[config.mk]
export PLATFORM = sky130hd
export DESIGN_NAME = align_shifter_flat
export DESIGN_NICKNAME = d
export VERILOG_FILES = /design/src/rtl/fp_pkg.sv /design/src/rtl/align_shifter_if.sv /design/src/rtl/align_shift_stage.sv /design/src/rtl/align_shifter.sv /design/src/flat_wrapper.sv
export SDC_FILE = /design/constraint.sdc
export NUM_CORES = 1
export LEC_CHECK = 0
export CORE_MARGIN = 2
export CORE_UTILIZATION = 30
export DETAILED_ROUTE_END_ITERATION = 16
export GPL_ROUTABILITY_DRIVEN = 0
export PLACE_DENSITY_LB_ADDON = 0.2
export SKIP_CTS_REPAIR_TIMING = 1
export SYNTH_ARGS = -nofsm -noshare
export SYNTH_HDL_FRONTEND = slang
export SYNTH_HIERARCHICAL = 1
export SYNTH_SLANG_ARGS = --single-unit
[constraint.sdc]
create_clock -name clk -period 3.22 [get_ports clk]
set_input_delay 0.322 -clock clk [delete_from_list [all_inputs] [get_ports clk]]
set_output_delay 0.322 -clock clk [all_outputs]
set_load 0.02 [all_outputs]
[src/rtl/fp_pkg.sv]
// fp_pkg: GRS bit positions, stage record and pipeline sizing helper for the FP adder alignment path
package fp_pkg;

    localparam int GRS_G = 2;
    localparam int GRS_R = 1;
    localparam int GRS_S = 0;

    localparam int DEF_WIDTH = 24;
    localparam int DEF_TAG_W = 4;

    // Number of binary-weighted shift stages needed to cover a {sig, g, r, s} word
    function automatic int nstg(input int width);
        return $clog2(width + 3);
    endfunction

    localparam int DEF_NSTG = nstg(DEF_WIDTH);

    // Stage record at the default configuration; the top declares the same layout at its own widths
    typedef struct packed {
        logic [DEF_WIDTH-1:0] sig;
        logic [2:0]           grs;
        logic [DEF_TAG_W-1:0] tag;
        logic [DEF_NSTG-1:0]  shamt_rem;
        logic                 valid;
    } stage_t;

endpackage

[src/rtl/align_shifter_if.sv]
// align_shifter_if: input beat channel and result channel of the alignment shifter
interface align_shifter_if #(
    parameter int WIDTH   = 24,
    parameter int SHAMT_W = 8,
    parameter int TAG_W   = 4
);
    logic               in_valid;
    logic               in_ready;
    logic [WIDTH-1:0]   in_sig;
    logic [SHAMT_W-1:0] in_shamt;
    logic [TAG_W-1:0]   in_tag;
    logic               out_valid;
    logic               out_ready;
    logic [WIDTH-1:0]   out_sig;
    logic [2:0]         out_grs;
    logic [TAG_W-1:0]   out_tag;

    modport master (
        output in_valid, in_sig, in_shamt, in_tag, out_ready,
        input  in_ready, out_valid, out_sig, out_grs, out_tag
    );

    modport slave (
        input  in_valid, in_sig, in_shamt, in_tag, out_ready,
        output in_ready, out_valid, out_sig, out_grs, out_tag
    );
endinterface

[src/rtl/align_shift_stage.sv]
// align_shift_stage: one conditional right shift by 2^K with sticky fold (ALIGN_SHIFT_STICKY_FULL_EN)
module align_shift_stage
    import fp_pkg::*;
#(
    parameter int W3 = 27,
    parameter int NS = 5,
    parameter int K  = 0
) (
    input  logic [W3-1:0] in_word,
    input  logic [NS-1:0] in_shamt,
    output logic [W3-1:0] out_word,
    output logic [NS-1:0] out_shamt
);
    localparam int SH = 1 << K;

    // Shift when the lowest pending amount bit is set; full sticky ORs everything landing at or below s
    always_comb begin
        out_word = in_shamt[0] ? in_word >> SH : in_word;
`ifdef ALIGN_SHIFT_STICKY_FULL_EN
        out_word[GRS_S] = in_shamt[0] ? |in_word[SH:0] : in_word[GRS_S];
`endif
        out_shamt = in_shamt >> 1;
    end
endmodule

[src/rtl/align_shifter.sv]
// align_shifter: pipelined right-alignment shifter producing guard/round/sticky; ALIGN_SHIFT_STICKY_FULL_EN selects full sticky
module align_shifter
    import fp_pkg::*;
#(
    parameter int WIDTH     = 24,
    parameter int SHAMT_W   = 8,
    parameter int REG_EVERY = 2,
    parameter int TAG_W     = 4
) (
    input logic            clk,
    input logic            rst_n,
    align_shifter_if.slave bus
);
    localparam int NSTG = nstg(WIDTH);
    localparam int W3   = WIDTH + 3;

    typedef struct packed {
        logic [WIDTH-1:0] sig;
        logic [2:0]       grs;
        logic [TAG_W-1:0] tag;
        logic [NSTG-1:0]  shamt_rem;
        logic             valid;
    } rec_t;

    rec_t entry;
    logic stall;
    logic sat;
    logic sat_s;

    // Saturating amounts are resolved here so the stages only ever see in-range shifts
    always_comb begin
        sat = 32'(bus.in_shamt) >= WIDTH + 2;
`ifdef ALIGN_SHIFT_STICKY_FULL_EN
        sat_s = |bus.in_sig;
`else
        sat_s = (32'(bus.in_shamt) == WIDTH + 2) & bus.in_sig[WIDTH-1];
`endif
        entry.sig       = sat ? '0 : bus.in_sig;
        entry.grs       = sat ? {2'b00, sat_s} : 3'b000;
        entry.tag       = bus.in_tag;
        entry.shamt_rem = sat ? '0 : bus.in_shamt[NSTG-1:0];
        entry.valid     = bus.in_valid;
    end

    for (genvar k = 0; k < NSTG; k++) begin : g_stg
        rec_t            si;
        rec_t            so;
        logic [W3-1:0]   word_o;
        logic [NSTG-1:0] shamt_o;

        if (k == 0) begin : g_src
            // First stage is fed straight from the input beat
            always_comb si = entry;
        end else if (k % REG_EVERY == 0) begin : g_src
            // Previous stage ended on a register boundary
            always_comb si = g_stg[k-1].g_reg.pipe_q;
        end else begin : g_src
            // Previous stage is chained combinationally
            always_comb si = g_stg[k-1].so;
        end

        align_shift_stage #(.W3(W3), .NS(NSTG), .K(k)) u_stage (
            .in_word   ({si.sig, si.grs}),
            .in_shamt  (si.shamt_rem),
            .out_word  (word_o),
            .out_shamt (shamt_o)
        );

        // Tag and valid ride along untouched; shifted word and remaining amount come from the stage
        always_comb begin
            so = si;
            {so.sig, so.grs} = word_o;
            so.shamt_rem = shamt_o;
        end

        if ((k + 1) % REG_EVERY == 0 || k == NSTG - 1) begin : g_reg
            rec_t pipe_d;
            rec_t pipe_q;
            // Global stall freezes every register, valids included; otherwise bubbles advance too
            always_comb pipe_d = stall ? pipe_q : so;
            // Reset clears valid and zeroes data so the outputs read zero out of reset
            always_ff @(posedge clk or negedge rst_n) begin
                if (!rst_n) pipe_q <= '0;
                else        pipe_q <= pipe_d;
            end
        end
    end

    // Output channel is the last register; in_ready is the only combinational path, from out_ready
    always_comb begin
        stall         = g_stg[NSTG-1].g_reg.pipe_q.valid & ~bus.out_ready;
        bus.in_ready  = ~stall;
        bus.out_valid = g_stg[NSTG-1].g_reg.pipe_q.valid;
        bus.out_sig   = g_stg[NSTG-1].g_reg.pipe_q.sig;
        bus.out_grs   = {g_stg[NSTG-1].g_reg.pipe_q.grs[GRS_G],
                         g_stg[NSTG-1].g_reg.pipe_q.grs[GRS_R],
                         g_stg[NSTG-1].g_reg.pipe_q.grs[GRS_S]};
        bus.out_tag   = g_stg[NSTG-1].g_reg.pipe_q.tag;
    end
endmodule

[src/flat_wrapper.sv]
// flat-port wrapper written by rule: the top's interface ports become plain ports
module align_shifter_flat import fp_pkg::*;
#(
    parameter int WIDTH     = 24,
    parameter int SHAMT_W   = 8,
    parameter int REG_EVERY = 2,
    parameter int TAG_W     = 4
)
  (clk, rst_n, bus_in_valid, bus_in_sig, bus_in_shamt, bus_in_tag, bus_out_ready, bus_in_ready, bus_out_valid, bus_out_sig, bus_out_grs, bus_out_tag);
  align_shifter_if #(.WIDTH(WIDTH), .SHAMT_W(SHAMT_W), .TAG_W(TAG_W)) bus_i ();
  input logic clk;
  input logic rst_n;
  input wire logic [$bits(bus_i.in_valid)-1:0] bus_in_valid;
  input wire logic [$bits(bus_i.in_sig)-1:0] bus_in_sig;
  input wire logic [$bits(bus_i.in_shamt)-1:0] bus_in_shamt;
  input wire logic [$bits(bus_i.in_tag)-1:0] bus_in_tag;
  input wire logic [$bits(bus_i.out_ready)-1:0] bus_out_ready;
  output wire logic [$bits(bus_i.in_ready)-1:0] bus_in_ready;
  output wire logic [$bits(bus_i.out_valid)-1:0] bus_out_valid;
  output wire logic [$bits(bus_i.out_sig)-1:0] bus_out_sig;
  output wire logic [$bits(bus_i.out_grs)-1:0] bus_out_grs;
  output wire logic [$bits(bus_i.out_tag)-1:0] bus_out_tag;
  assign bus_i.in_valid = bus_in_valid;
  assign bus_i.in_sig = bus_in_sig;
  assign bus_i.in_shamt = bus_in_shamt;
  assign bus_i.in_tag = bus_in_tag;
  assign bus_i.out_ready = bus_out_ready;
  assign bus_in_ready = bus_i.in_ready;
  assign bus_out_valid = bus_i.out_valid;
  assign bus_out_sig = bus_i.out_sig;
  assign bus_out_grs = bus_i.out_grs;
  assign bus_out_tag = bus_i.out_tag;
  align_shifter #(.WIDTH(WIDTH), .SHAMT_W(SHAMT_W), .REG_EVERY(REG_EVERY), .TAG_W(TAG_W)) u_core (.clk(clk), .rst_n(rst_n), .bus(bus_i));
endmodule
# Word level (Yosys, flattened, before mapping)
# Index checks and enable logic that the tools add are counted.
# word_totals
register_bits	100
inputBits	40
out_inout_bits	33
wordCells	28
# op_classes
order_cmp	1
eq_ne	1
n_mux	8
bitwise_logic	4
# ops
operator	n
27-bit 2-to-1 mux	5
24-bit 2-to-1 mux	1
8-bit by 5-bit equality test with 1-bit output, second input constant	1
8-bit by 5-bit >= comparator with 1-bit output, second input constant	1
5-bit 2-to-1 mux	1
1-bit AND	2
1-bit NOT	2
1-bit 2-to-1 mux	1

# Longest topological paths before layout
# logic_depth
word_depth	5
depth_mapped	9
ltp_nobuf	5

# Cells and area by module
# The synthesis kept the hierarchy.
# by_module_without_submodules
mod	instances	cells_each	area_each_um2	seq_area_each_um2
align_shifter	1	266	4475.5	2652.5
align_shift_stage at u_core.g_stg[0].u_stage	1	36	462.9	0.0
align_shift_stage at u_core.g_stg[1].u_stage	1	36	449.2	0.0
align_shift_stage at u_core.g_stg[2].u_stage	1	36	427.9	0.0
align_shift_stage at u_core.g_stg[3].u_stage	1	36	392.9	0.0
align_shift_stage at u_core.g_stg[4].u_stage	1	36	319.1	0.0

# Worst setup path after synthesis
# No wires, ideal clock.
# synth_path
path_kind	input -> register
start	input bus_in_shamt[5]
end	register u_core/g_stg[1].g_reg.pipe_q[18] (netlist name)
setup_time_ns	0.125
arrival_ns	2.198
slack_ns	0.897
cell_stages	8
path_buffers	3
cell_sequence	or3_1 -> buf_2 -> nor3b_2 -> buf_6 -> buf_12 -> mux2_4 -> mux2_4 -> mux2_4
# synth_lines
item	line	rtl
from (decl)	flat_wrapper.sv:15	input wire logic [$bits(bus_i.in_shamt)-1:0] bus_in_shamt;
to (signal assigned)	align_shifter.sv:84	else pipe_q <= pipe_d;
to (decl)	align_shifter.sv:78	rec_t pipe_q;

==> metrics.csv <==
stage,metric,value,unit
power,Internal,2.57,mW
synth,netlist area before placement,6170,um2
floorplanning,Core Rows,52,
final_layout,fillers,1961,
drt,first-pass detailed-route iteration total,4,
worst_setup_path,buffers and inverters on the worst path,2,
timing,final setup vio count,0,
power,Clock Power Share,30.9,%
cts,Clock Tree Root,clkbuf_16,
worst_setup_path,Max stage delay on crit path,0.56,ns
power,overall power,3.52,mW
floorplanning,die width,147,um
worst_setup_path,worst-path cell chain,clkdlybuf4s50_1 -> or3_1 -> nor3b_4 -> buf_12 -> mux2_2 -> mux2_2 -> mux2_4,
timing,Fin Hold WS,0.0724,ns
drt,Starting DRT DRC Count,121,
drt,total wire length,11.0,mm
timing,RSZ-0062 raised after global routing,false,
run_status,outcome,completed,
synth,Mean Syn Cell Area,14.9,um2
power,Flop pwr share,43.3,%
final_layout,Layout area overhead,17.1,%
worst_setup_path,CP top delay family,multiplexers,
worst_hold_path,HP Class,input port to async pin,
global_route,first-pass GRT wire length,18.5,mm
place,DP Worst Slack,0.381,ns
power,leak pwr,3.24,nW
job,max-cap viol count,0,
drt,DRC,0,
power,Comb pwr share,25.8,%
worst_setup_path,Setup crit start kind,input port,
timing,Clock Skews,0.00679,ns
global_route,vias in the first global route,3263,
floorplanning,die height,147,um
final_layout,share of cells above drive strength 1,50.5,%
synth,yosys synthesis warning count,6,
global_route,M1 GR Usage,16.4,%
worst_setup_path,CP Capture Type,flip-flop,
timing,Final Hold Vio Count,0,
worst_setup_path,"Slowest-stage cell, CP",or3_1,
global_route,M3 GR Usage,1.98,%
cts,clock slew seen by the registers of the worst setup and hold paths,0.07,ns
cts,clock buffer depth,2,
floorplanning,die footprint,21700,um2
place,Final HPWL DP,8.10,mm
global_route,Global Route Usage Sum,10.6,%
worst_setup_path,"Max FO, Critical Path",27,
global_route,total gr overflow,0,
drt,ANT nets after route,0,
power,VDD IR-drop max,0.211,mV
global_route,most used routing layer,met1,
global_route,met2 GRT Util,15.0,%
worst_setup_path,WS Path Type,input port to flip-flop,
worst_setup_path,CP arrival,2.70,ns
power,sw frac,27.0,%
cts,CTS tree,done,
floorplanning,IO Pins,73,
floorplanning,Initial Util,30.5,%
worst_setup_path,critical path required time,3.44,ns
drt,Vias,3186,
global_route,largest net degree at the start of global routing,99,
timing,Least-Margin Pin Slew,0.983,ns
worst_setup_path,"Top cell by count, worst path",mux2_2,
place,PortBufs,72,
final_layout,Layout Nets,508,
global_route,initial antenna violation count,0,
synth,cell count after synthesis,414,
floorplanning,Core Region,20200,um2
timing,Max Slew Vio Count,0,
final_layout,ANT cells,0,
cts,H-tree depth,3,
worst_setup_path,flop-to-flop setup slack,1.42,ns
cts,later-pin clock latency in the skew report,0.34,ns
drt,Routed WL per cell,14.9,um
cts,clk sinks,100,
cts,number of CTS-inserted buffers,9,
timing,Slew HR,34.5,%
place,Area after DPL,6930,um2
timing,Final WS setup,0.744,ns
power,pwr dens,487,nW/um2
timing,final setup TNS,0,ns
drt,Vias/cell,4.29,
timing,Peak Freq,0.404,GHz
final_layout,Final Cell Area,7230,um2
timing,"Period Utilization, post-route",76.9,%
timing,Tmin final,2.48,ns
power,NetSw,0.952,mW
[metrics by stage]
stage / utilization (%) / instances
2_1_floorplan: - / 417
3_3_place_gp: 34.2 / 727
3_5_place_dp: 34.2 / 727
4_1_cts: 35.7 / 743
5_1_grt: 35.7 / 743
6_report: 35.7 / 743
[flip-flops by register name (all words and copies together) (netlist names)]
name,cells
u_core/g_stg.g_reg.pipe_q,68
u_core/bus.out_sig,24
u_core/bus.out_tag,4
u_core/bus.out_valid,1
u_core/bus.out_grs,3
[cells in the final DEF (no fill, tap or decap), drive strengths merged]
master	instances
o211a	1
and2b	6
clkinvlp	2
mux2	203
nor4	1
nor2b	26
inv	1
conb	4
clkinv	3
nand2b	1
dfrtp	100
clkbuf	10
buf	12
clkdlybuf4s50	71
nor3b	29
or3	1
bufinv	1
nand4	1
[path summary, 6_finish.rpt]
check,startpoint,cells past startpoint,endpoint
max in group asynchronous,rst_n,2,u_core/bus.out_grs[2]
worst max-delay path,bus_in_shamt[5],7,u_core/g_stg[1].g_reg.pipe_q[13]
worst max register to register,u_core/g_stg[3].g_reg.pipe_q[1],2,u_core/bus.out_sig[0]
worst min register to register,u_core/g_stg[3].g_reg.pipe_q[0],1,u_core/bus.out_valid
min in group clk,u_core/g_stg[3].g_reg.pipe_q[0],1,u_core/bus.out_valid
worst min-delay path,rst_n,1,u_core/bus.out_sig[10]
[power by group through the flow]
stage / logic [mW] / clock network [mW] / registers (mW)
final: 0.909 / 1.09 / 1.53
after global routing: 0.971 / 1.17 / 1.55
after CTS: 0.925 / 1.12 / 1.53
after detailed placement: 0.921 / 0 / 1.56
after global placement: 0.911 / 0 / 1.55
after floorplan: 0.581 / 0 / 1.61
[per-layer routing]
metal / vias up / part of all wire [%]
li1: 1570 / -
met1: 1551 / 54
met2: 58 / 42
met3: 7 / 3.1
met4: 0 / 1.1
met5: - / 0
[layout make-up]
cell class | count | area, um2 | share of cell area [%]
sequential | 100 | 2500 | 34.6
clock buffer | 10 | 239 | 3.30
timing repair buffer | 83 | 826 | 11.4
tap | 270 | 338 | 4.67
inverter | 1 | 3.75 | 0.0519
multi-input combinational | 273 | 3260 | 45.1
clock inverter | 6 | 63.8 | 0.882
(Power assumes the default switching activity.)
